==> config.mk <==
export PLATFORM = sky130hd
export DESIGN_NAME = prescaled_updown_counter
export DESIGN_NICKNAME = d
export VERILOG_FILES = /design/src/rtl/counter_pkg.sv /design/src/rtl/counter_prescaler.sv /design/src/rtl/prescaled_updown_counter.sv
export SDC_FILE = /design/constraint.sdc
export NUM_CORES = 1
export LEC_CHECK = 0
export BUFFER_PORTS_ARGS = -buffer_cell sky130_fd_sc_hd__buf_2
export CAP_MARGIN = 10
export CORE_MARGIN = 2
export CORE_UTILIZATION = 30
export CTS_BUF_LIST = sky130_fd_sc_hd__clkbuf_8
export CTS_CLUSTER_SIZE = 30
export DETAILED_ROUTE_END_ITERATION = 8
export PLACE_DENSITY = 0.51
export SYNTH_ARGS = -nofsm -noshare
export SYNTH_HDL_FRONTEND = slang
export SYNTH_SLANG_ARGS = --single-unit
==> constraint.sdc <==
create_clock -name clk -period 2 [get_ports clk]
set_input_delay 0.3 -clock clk [delete_from_list [all_inputs] [get_ports clk]]
set_output_delay 0.3 -clock clk [all_outputs]
set_load 0.02 [all_outputs]
==> src/rtl/counter_pkg.sv <==
// counter_pkg: shared saturation-mode constants and prescaler width helper.
package counter_pkg;
    localparam int MODE_WRAP = 0;
    localparam int MODE_SAT  = 1;
    function automatic int prescale_width(input int p);
        return (p <= 2) ? 1 : $clog2(p);
    endfunction
endpackage

==> src/rtl/counter_prescaler.sv <==
// counter_prescaler: counts enabled cycles and pulses tick on every PRESCALE-th one.
module counter_prescaler
    import counter_pkg::*;
#(
    parameter int PRESCALE = 1
) (
    input  logic clk,
    input  logic reset,
    input  logic ena,
    input  logic clear,
    output logic tick
);
    localparam int PW = prescale_width(PRESCALE);
    localparam logic [PW-1:0] LAST = PW'(PRESCALE - 1);
    logic [PW-1:0] cnt_q, cnt_d;
    always_comb begin
        tick  = ena && (cnt_q == LAST);
        cnt_d = tick ? '0 : ena ? cnt_q + 1'b1 : cnt_q;
    end
    always_ff @(posedge clk) begin
        if (reset || clear) cnt_q <= '0;
        else cnt_q <= cnt_d;
    end
endmodule

==> src/rtl/prescaled_updown_counter.sv <==
// prescaled_updown_counter: modulo up/down counter with prescaler, wrap/saturate, tc pulse and sticky overflow.
module prescaled_updown_counter
    import counter_pkg::*;
#(
    parameter int     WIDTH    = 8,
    parameter longint MODULO   = 256,
    parameter int     PRESCALE = 1,
    parameter int     SATURATE = MODE_WRAP
) (
    input  logic             clk,
    input  logic             reset,
    input  logic             ena,
    input  logic             up,
    input  logic             clear,
    input  logic             load,
    input  logic [WIDTH-1:0] load_value,
    input  logic             ovf_clr,
    output logic [WIDTH-1:0] result,
    output logic             tc,
    output logic             overflow
);
    if (WIDTH < 2 || WIDTH > 32 || MODULO < 2 || MODULO > (longint'(1) << WIDTH) ||
        PRESCALE < 1 || PRESCALE > 65536) begin : g_bad_params
        $fatal(1, "prescaled_updown_counter: illegal WIDTH/MODULO/PRESCALE");
    end
    localparam logic [WIDTH-1:0] MAX = WIDTH'(MODULO - 1);
    localparam bit SAT = (SATURATE == MODE_SAT);
    logic [WIDTH-1:0] result_q, result_d, step_val, load_val;
    logic tc_q, tc_d, ovf_q, ovf_d, tick, at_top, at_bot, at_bound;
    counter_prescaler #(.PRESCALE(PRESCALE)) u_prescaler (
        .clk   (clk),
        .reset (reset),
        .ena   (ena),
        .clear (clear || load),
        .tick  (tick)
    );
    // Bounds are compared explicitly so MODULO below 2^WIDTH wraps at the right place.
    always_comb begin
        at_top   = (result_q == MAX);
        at_bot   = (result_q == '0);
        at_bound = up ? at_top : at_bot;
        step_val = up ? (at_top ? (SAT ? result_q : '0) : result_q + 1'b1)
                      : (at_bot ? (SAT ? result_q : MAX) : result_q - 1'b1);
        load_val = (load_value > MAX) ? MAX : load_value;
        result_d = clear ? '0 : load ? load_val : tick ? step_val : result_q;
        tc_d     = !clear && !load && tick && at_bound;
        ovf_d    = tc_d || (ovf_q && !ovf_clr);
    end
    always_ff @(posedge clk) begin
        if (reset) begin
            result_q <= '0;
            tc_q     <= 1'b0;
            ovf_q    <= 1'b0;
        end else begin
            result_q <= result_d;
            tc_q     <= tc_d;
            ovf_q    <= ovf_d;
        end
    end
    assign result   = result_q;
    assign tc       = tc_q;
    assign overflow = ovf_q;
endmodule

== Word-level counts from Yosys, hierarchy flattened ==
Cells that the tools add are included.

* Bits in read-only memories: 0
* Output and inout bits: 10
* Bits in writable memories: 0
* Input bits: 15
* Bits in latches: 0
* Word-level logic and storage cells: 32
* Register bits: 11
* Memories kept: 0

* Muxes and demuxes: 7
* Equality and inequality tests: 1
* Bitwise logic cells: 1
* Reductions and logical operators: 15
* Add/sub/neg operators: 3
* Shift-type cells: 0
* $mul: 0
* Div/mod/pow operators: 0
* Order comparisons: 1

{| class="wikitable"
|+ Operator list
! cell !! number
|-
| $mux W8 || 6
|-
| $add A8 B1 Y8 const B || 1
|-
| $eq A8 B8 Y1 const B || 1
|-
| $gt A8 B8 Y1 const B || 1
|-
| $logic_not A8 Y1 || 1
|-
| $sub A8 B1 Y8 const B || 1
|-
| $logic_and A1 B1 Y1 || 5
|-
| $reduce_or A2 Y1 || 2
|-
| $logic_not A1 Y1 || 3
|-
| $logic_or A1 B1 Y1 || 3
|-
| $reduce_bool A2 Y1 || 1
|-
| $add A1 B1 Y1 const B || 1
|-
| $mux W1 || 1
|-
| $not A1 Y1 || 1
|}

== Longest topological paths before layout ==
* Depth in word-level cells: 5
* Gate-level depth with buffers: 6
* Depth with buffers taken out: 6

== Modules after synthesis ==
From an unflattened synthesis, not the netlist that was laid out.

* Cell total of the unflattened synthesis: 122
* Area, all modules: 933.4 um2

{| class="wikitable"
|+ By module, submodules not included
! module !! sequential area each (um2) !! area each (um2) !! cells an instance !! instances
|-
| prescaled_updown_counter || 200.2 || 892.1 || 119 || 1
|-
| counter_prescaler || 20.0 || 41.3 || 3 || 1
|}

== Least setup slack after synthesis ==
No wires, ideal clock.

* Path kind: flip-flop to flip-flop
* From: register result_q[0], in the netlist result[0]
* To: register result_q[3], in the netlist result[3]
* Library setup time: 116 ps
* Cell stages (with the launch flop): 7
* Data arrival time: 1,832 ps
* Period minus slack after synthesis: 1,949 ps
* Setup slack: 51 ps
* Buffers on the path: 0
* Required time: 1,884 ps
* Path through: dfxtp_1 inv_1 ha_1 or3b_2 nor2_1 or4_1 a31o_2

* Cells in the longest elaborated chain, start to end: 5
* Elaborated cells between the ends (all ways): 9
* Those cells by class: add/sub: 2; eq/ne: 1; mux: 5; reduce/logical: 1

{| class="wikitable"
|+ Ends and longest elaborated chain
! element !! line !! RTL
|-
| start, declared || prescaled_updown_counter.sv:28 || <nowiki>logic [WIDTH-1:0] result_q, result_d, step_val, load_val;</nowiki>
|-
| start signal, assigned || prescaled_updown_counter.sv:55 || <nowiki>result_q <= result_d;</nowiki>
|-
| $sub A8 B1 Y8 (tied with other cells) || prescaled_updown_counter.sv:43 || <nowiki>: (at_bot ? (SAT ? result_q : MAX) : result_q - 1'b1);</nowiki>
|-
| $mux W8, on equally long branches || prescaled_updown_counter.sv:43, prescaled_updown_counter.sv:42 ||
|-
| $mux W8 (*) || prescaled_updown_counter.sv:42 || <nowiki>step_val = up ? (at_top ? (SAT ? result_q : '0) : result_q + 1'b1)</nowiki>
|-
| $mux W8 (*) (2 in series) || prescaled_updown_counter.sv:45 || <nowiki>result_d = clear ? '0 : load ? load_val : tick ? step_val : result_q;</nowiki>
|}

Every way passes the cells marked *; elsewhere a longest branch is shown, timed or not. The select of a mux whose other input is x is not followed.
A chain may end at the register's enable or synchronous reset.

== Worst setup path after layout ==
* From: register result_q[1], in the netlist result[1]
* To: register result_q[0], in the netlist result[0]

* Cells in the longest elaborated chain, start to end: 5
* Elaborated cells between the ends (all ways): 7
* Those cells by class: eq/ne: 1; mux: 5; reduce/logical: 1

{| class="wikitable"
|+ Ends and longest elaborated chain
! element !! line
|-
| $eq A8 B8 Y1 or $logic_not A8 Y1 (tied branches) || prescaled_updown_counter.sv:39, prescaled_updown_counter.sv:40
|-
| $mux W8, on equally long branches || prescaled_updown_counter.sv:42, prescaled_updown_counter.sv:43
|-
| $mux W8 (*) || prescaled_updown_counter.sv:42
|-
| $mux W8 (*) (2 in series) || prescaled_updown_counter.sv:45
|}

Marks and branches as above.

==> impl_metrics.py <==
metrics = {
    "status": {
        "run_status": "completed",
    },
    "setup_path": {
        "critical_path_required_ns": 2.14,
        "timing.critical_path.buf_inv": 2,
        "worst_path_dominant_cell_family": "simple AND/OR/NAND/NOR gates",
        "critPathMaxFanout": 6,
        "crit_chain": "buf_4 -> ha_1 -> nand2_1 -> nor4_1 -> buf_4 -> a31oi_1 -> o31a_1",
        "critical_path_class": "flip-flop to flip-flop",
        "crit_path_max_delay_cell_type": "dfxtp_1",
        "end_kind": "flip-flop",
        "timing.critical_path.from_type": "flip-flop",
        "cell_with_the_most_instances_on_the_worst_path": "buf_4",
        "worst-endpoint-arrival_ns": 1.90,
        "cpPeakStageDelay_ns": 0.36,
    },
    "routing": {
        "post-route-drc-count": 0,
        "length_of_the_first_detailed_routing_pass_in_iterations": 4,
        "number_of_drc_markers_after_the_initial_detailed_route_iteration": 33,
        "drtAntennaViolNets": 0,
        "avgRoutedWirePerCell_um": 14.2,
        "finalWirelength_um": 2540,
        "avgViaCountPerCell": 5.46,
        "dr_total_vias": 978,
    },
    "clocking": {
        "worst_setup_hold_path_clk_slew_ns": 0.06,
        "tritoncts": "yes",
        "cts-htree-levels": 1,
        "ctsLongestPathBuffers": 2,
        "postCtsResizedCells": 0,
        "worstSkewPairLatency_ns": 0.25,
        "post_cts_hold_buffer_count": 0,
        "cts-root-buf": "clkbuf_8",
        "cts-buffers-inserted": 3,
        "tritoncts_num_sinks": 11,
        "post_cts_buffers": 0,
    },
    "grt": {
        "use_met1": 0.224,
        "grt_pass1_vias": 909,
        "grt_pass1_wl_um": 4310,
        "met2_layer_usage_reported_by_global_route": 0.235,
        "grt_max_degree": 13,
        "grt-ovfl-total": 0,
        "grt_busiest_layer": "met2",
        "gr-usage-met3": 0.0524,
        "globalRouteTotalUtil": 0.164,
        "grt_antenna_before_repair": 0,
    },
    "pwr": {
        "clockPowerShare": 0.360,
        "p_leak_nw": 0.453,
        "net-switching-power_mw": 0.214,
        "vdd_drop_max_mv": 0.275,
        "swShare": 0.325,
        "internal-power_mw": 0.445,
        "pwr-share-seq": 0.373,
        "power.combinational.fraction": 0.267,
        "power.density_nw_per_um2": 584,
    },
    "finish": {
        "diodes": 0,
        "instances_no_fill": 179,
        "flow.area_growth_from_synthesis_pct": 21.6,
        "postLayoutCellArea_um2": 1130,
        "final_core_utilization": 0.376,
        "nNetsFinal": 165,
        "post_route_cells_drive_above_1_share": 0.336,
    },
    "sta": {
        "slew_viol_final": 0,
        "max-slew-margin-rel": 0.565,
        "finClkSkew_ns": 0.00328,
        "fmax_mhz": 568,
        "period_minus_slack_ns": 1.76,
        "setup_viol": 0,
        "tns_ns": 0,
        "worst_slew_pin_slew_ns": 0.645,
        "hold_viol_final": 0,
        "timing.final.crit_share": 0.880,
        "rsz0062_at_grt": "no",
    },
    "synthesis": {
        "ys_async_sr_fraction": 0,
        "syn-mean-instance-area_um2": 7.74,
        "synth_warnings": 0,
        "post_synth_most_frequent_cells": "dfxtp_1, nand2_1, nor3_1, inv_1, nor2_1",
        "syn_area_um2": 928,
        "yosys.area.top_type": "dfxtp_1",
        "edff_count_synth": 0,
        "synth_seq_area_share": 0.237,
        "synthCells": 120,
        "synthDistinctLibCells": 46,
        "nets_in_the_synthesized_netlist": 138,
        "ys_dominant_reg_cell": "dfxtp_1",
        "synth.top_cells.by_area": "dfxtp_1, nand2_1, nor3_1",
        "synth.ff_latch_count": 11,
        "area_share_of_the_largest_cell_type_after_synthesis": 0.237,
    },
    "floorplan": {
        "die_height_um": 59.6,
        "start_util": 0.309,
        "floorplan.io_pins": 25,
        "placeableCoreArea_um2": 3000,
        "die_area_um2": 3560,
        "num_rows": 20,
        "die_width_um": 59.6,
    },
    "placement": {
        "placedCellCount": 175,
        "placement.cell_area_um2": 1080,
        "port_buffers": 24,
        "place.detailed.hpwl_um": 1980,
        "gpl.final_weighted_congestion": 0.857,
    },
    "min_path": {
        "hp-class": "primary input to flip-flop",
    },
    "run": {
        "drv.max_cap_violation_count": 0,
    },
}
==> cell usage in the layout (no fill, tap or decap), drive strengths merged, types with 3 or more instances in the layout <==
cell	n
buf	33
o211ai	4
o21ai	4
dfxtp	11
a31oi	3
nand2	11
nor2	7
nand2b	3
ha	3
clkbuf	3
inv	7
or2	3
nor3	10
nand3	3
a211oi	3
a21oi	6
==> per-layer routing <==
| metal | routed length [µm] | vias up |
|---|---|---|
| met1 | 1150 | 443 |
| met5 | 0 | - |
| li1 | - | 493 |
| met4 | 49 | 0 |
| met2 | 1160 | 35 |
| met3 | 177 | 7 |
==> stage by stage <==
stage               power, mW  hold slack, ns  setup WS [ns]
floorplan               0.382           0.377         0.0515
global route            0.700           0.259         0.0983
finish                  0.659           0.241          0.240
detailed placement      0.426           0.450          0.260
global placement        0.427           0.441          0.278
CTS                     0.666           0.239          0.246
==> worst paths after layout <==
kind                                        startpoint                              to  slack (ns)  cells past startpoint
worst max-delay path            result[1]$_SDFFE_PP0P_          result[0]$_SDFFE_PP0P_        0.24                      7
worst max register to register  result[1]$_SDFFE_PP0P_          result[0]$_SDFFE_PP0P_        0.24                      7
worst min register to register     overflow$_SDFF_PP0_             overflow$_SDFF_PP0_        0.46                      2
worst min-delay path                               ena  u_prescaler.cnt_q$_SDFFE_PP0P_        0.24                      2
==> power by group through the flow <==
| stage | Combinational, mW | Sequential, mW | Clock [mW] |
|---|---|---|---|
| 2_1_floorplan | 0.129 | 0.253 | 0 |
| 3_3_place_gp | 0.176 | 0.251 | 0 |
| 3_5_place_dp | 0.176 | 0.250 | 0 |
| 4_1_cts | 0.176 | 0.245 | 0.244 |
| 5_1_grt | 0.198 | 0.248 | 0.254 |
| 6_report | 0.176 | 0.246 | 0.237 |
==> flip-flops by register name (all words and copies together), names as in the netlist <==
register           flops
overflow               1
result                 8
tc                     1
u_prescaler.cnt_q      1
==> area by class of cell <==
class / count / area, µm²
Timing Repair Buffer: 33 / 188
Sequential cell: 11 / 220
Tap cell: 33 / 41.3
Fill cell: 336 / 1870
Clock inverter: 1 / 5.00
Multi-Input combinational cell: 91 / 607
Clock buffer: 3 / 41.3
Inverter: 7 / 26.3
==> cell families (layout without fill, tap and decap cells) <==
kind of cell    Yosys count  after routing  share of synthesized area
fa+ha+maj                 3              3                     0.0404
simple gates             47             47                      0.275
mux                       2              2                     0.0229
compound gates           35             35                      0.278
buf+inv                  18             44                      0.109
flops                    11             11                      0.237
xor+xnor                  4              4                     0.0377
(Power assumes the default switching activity.)
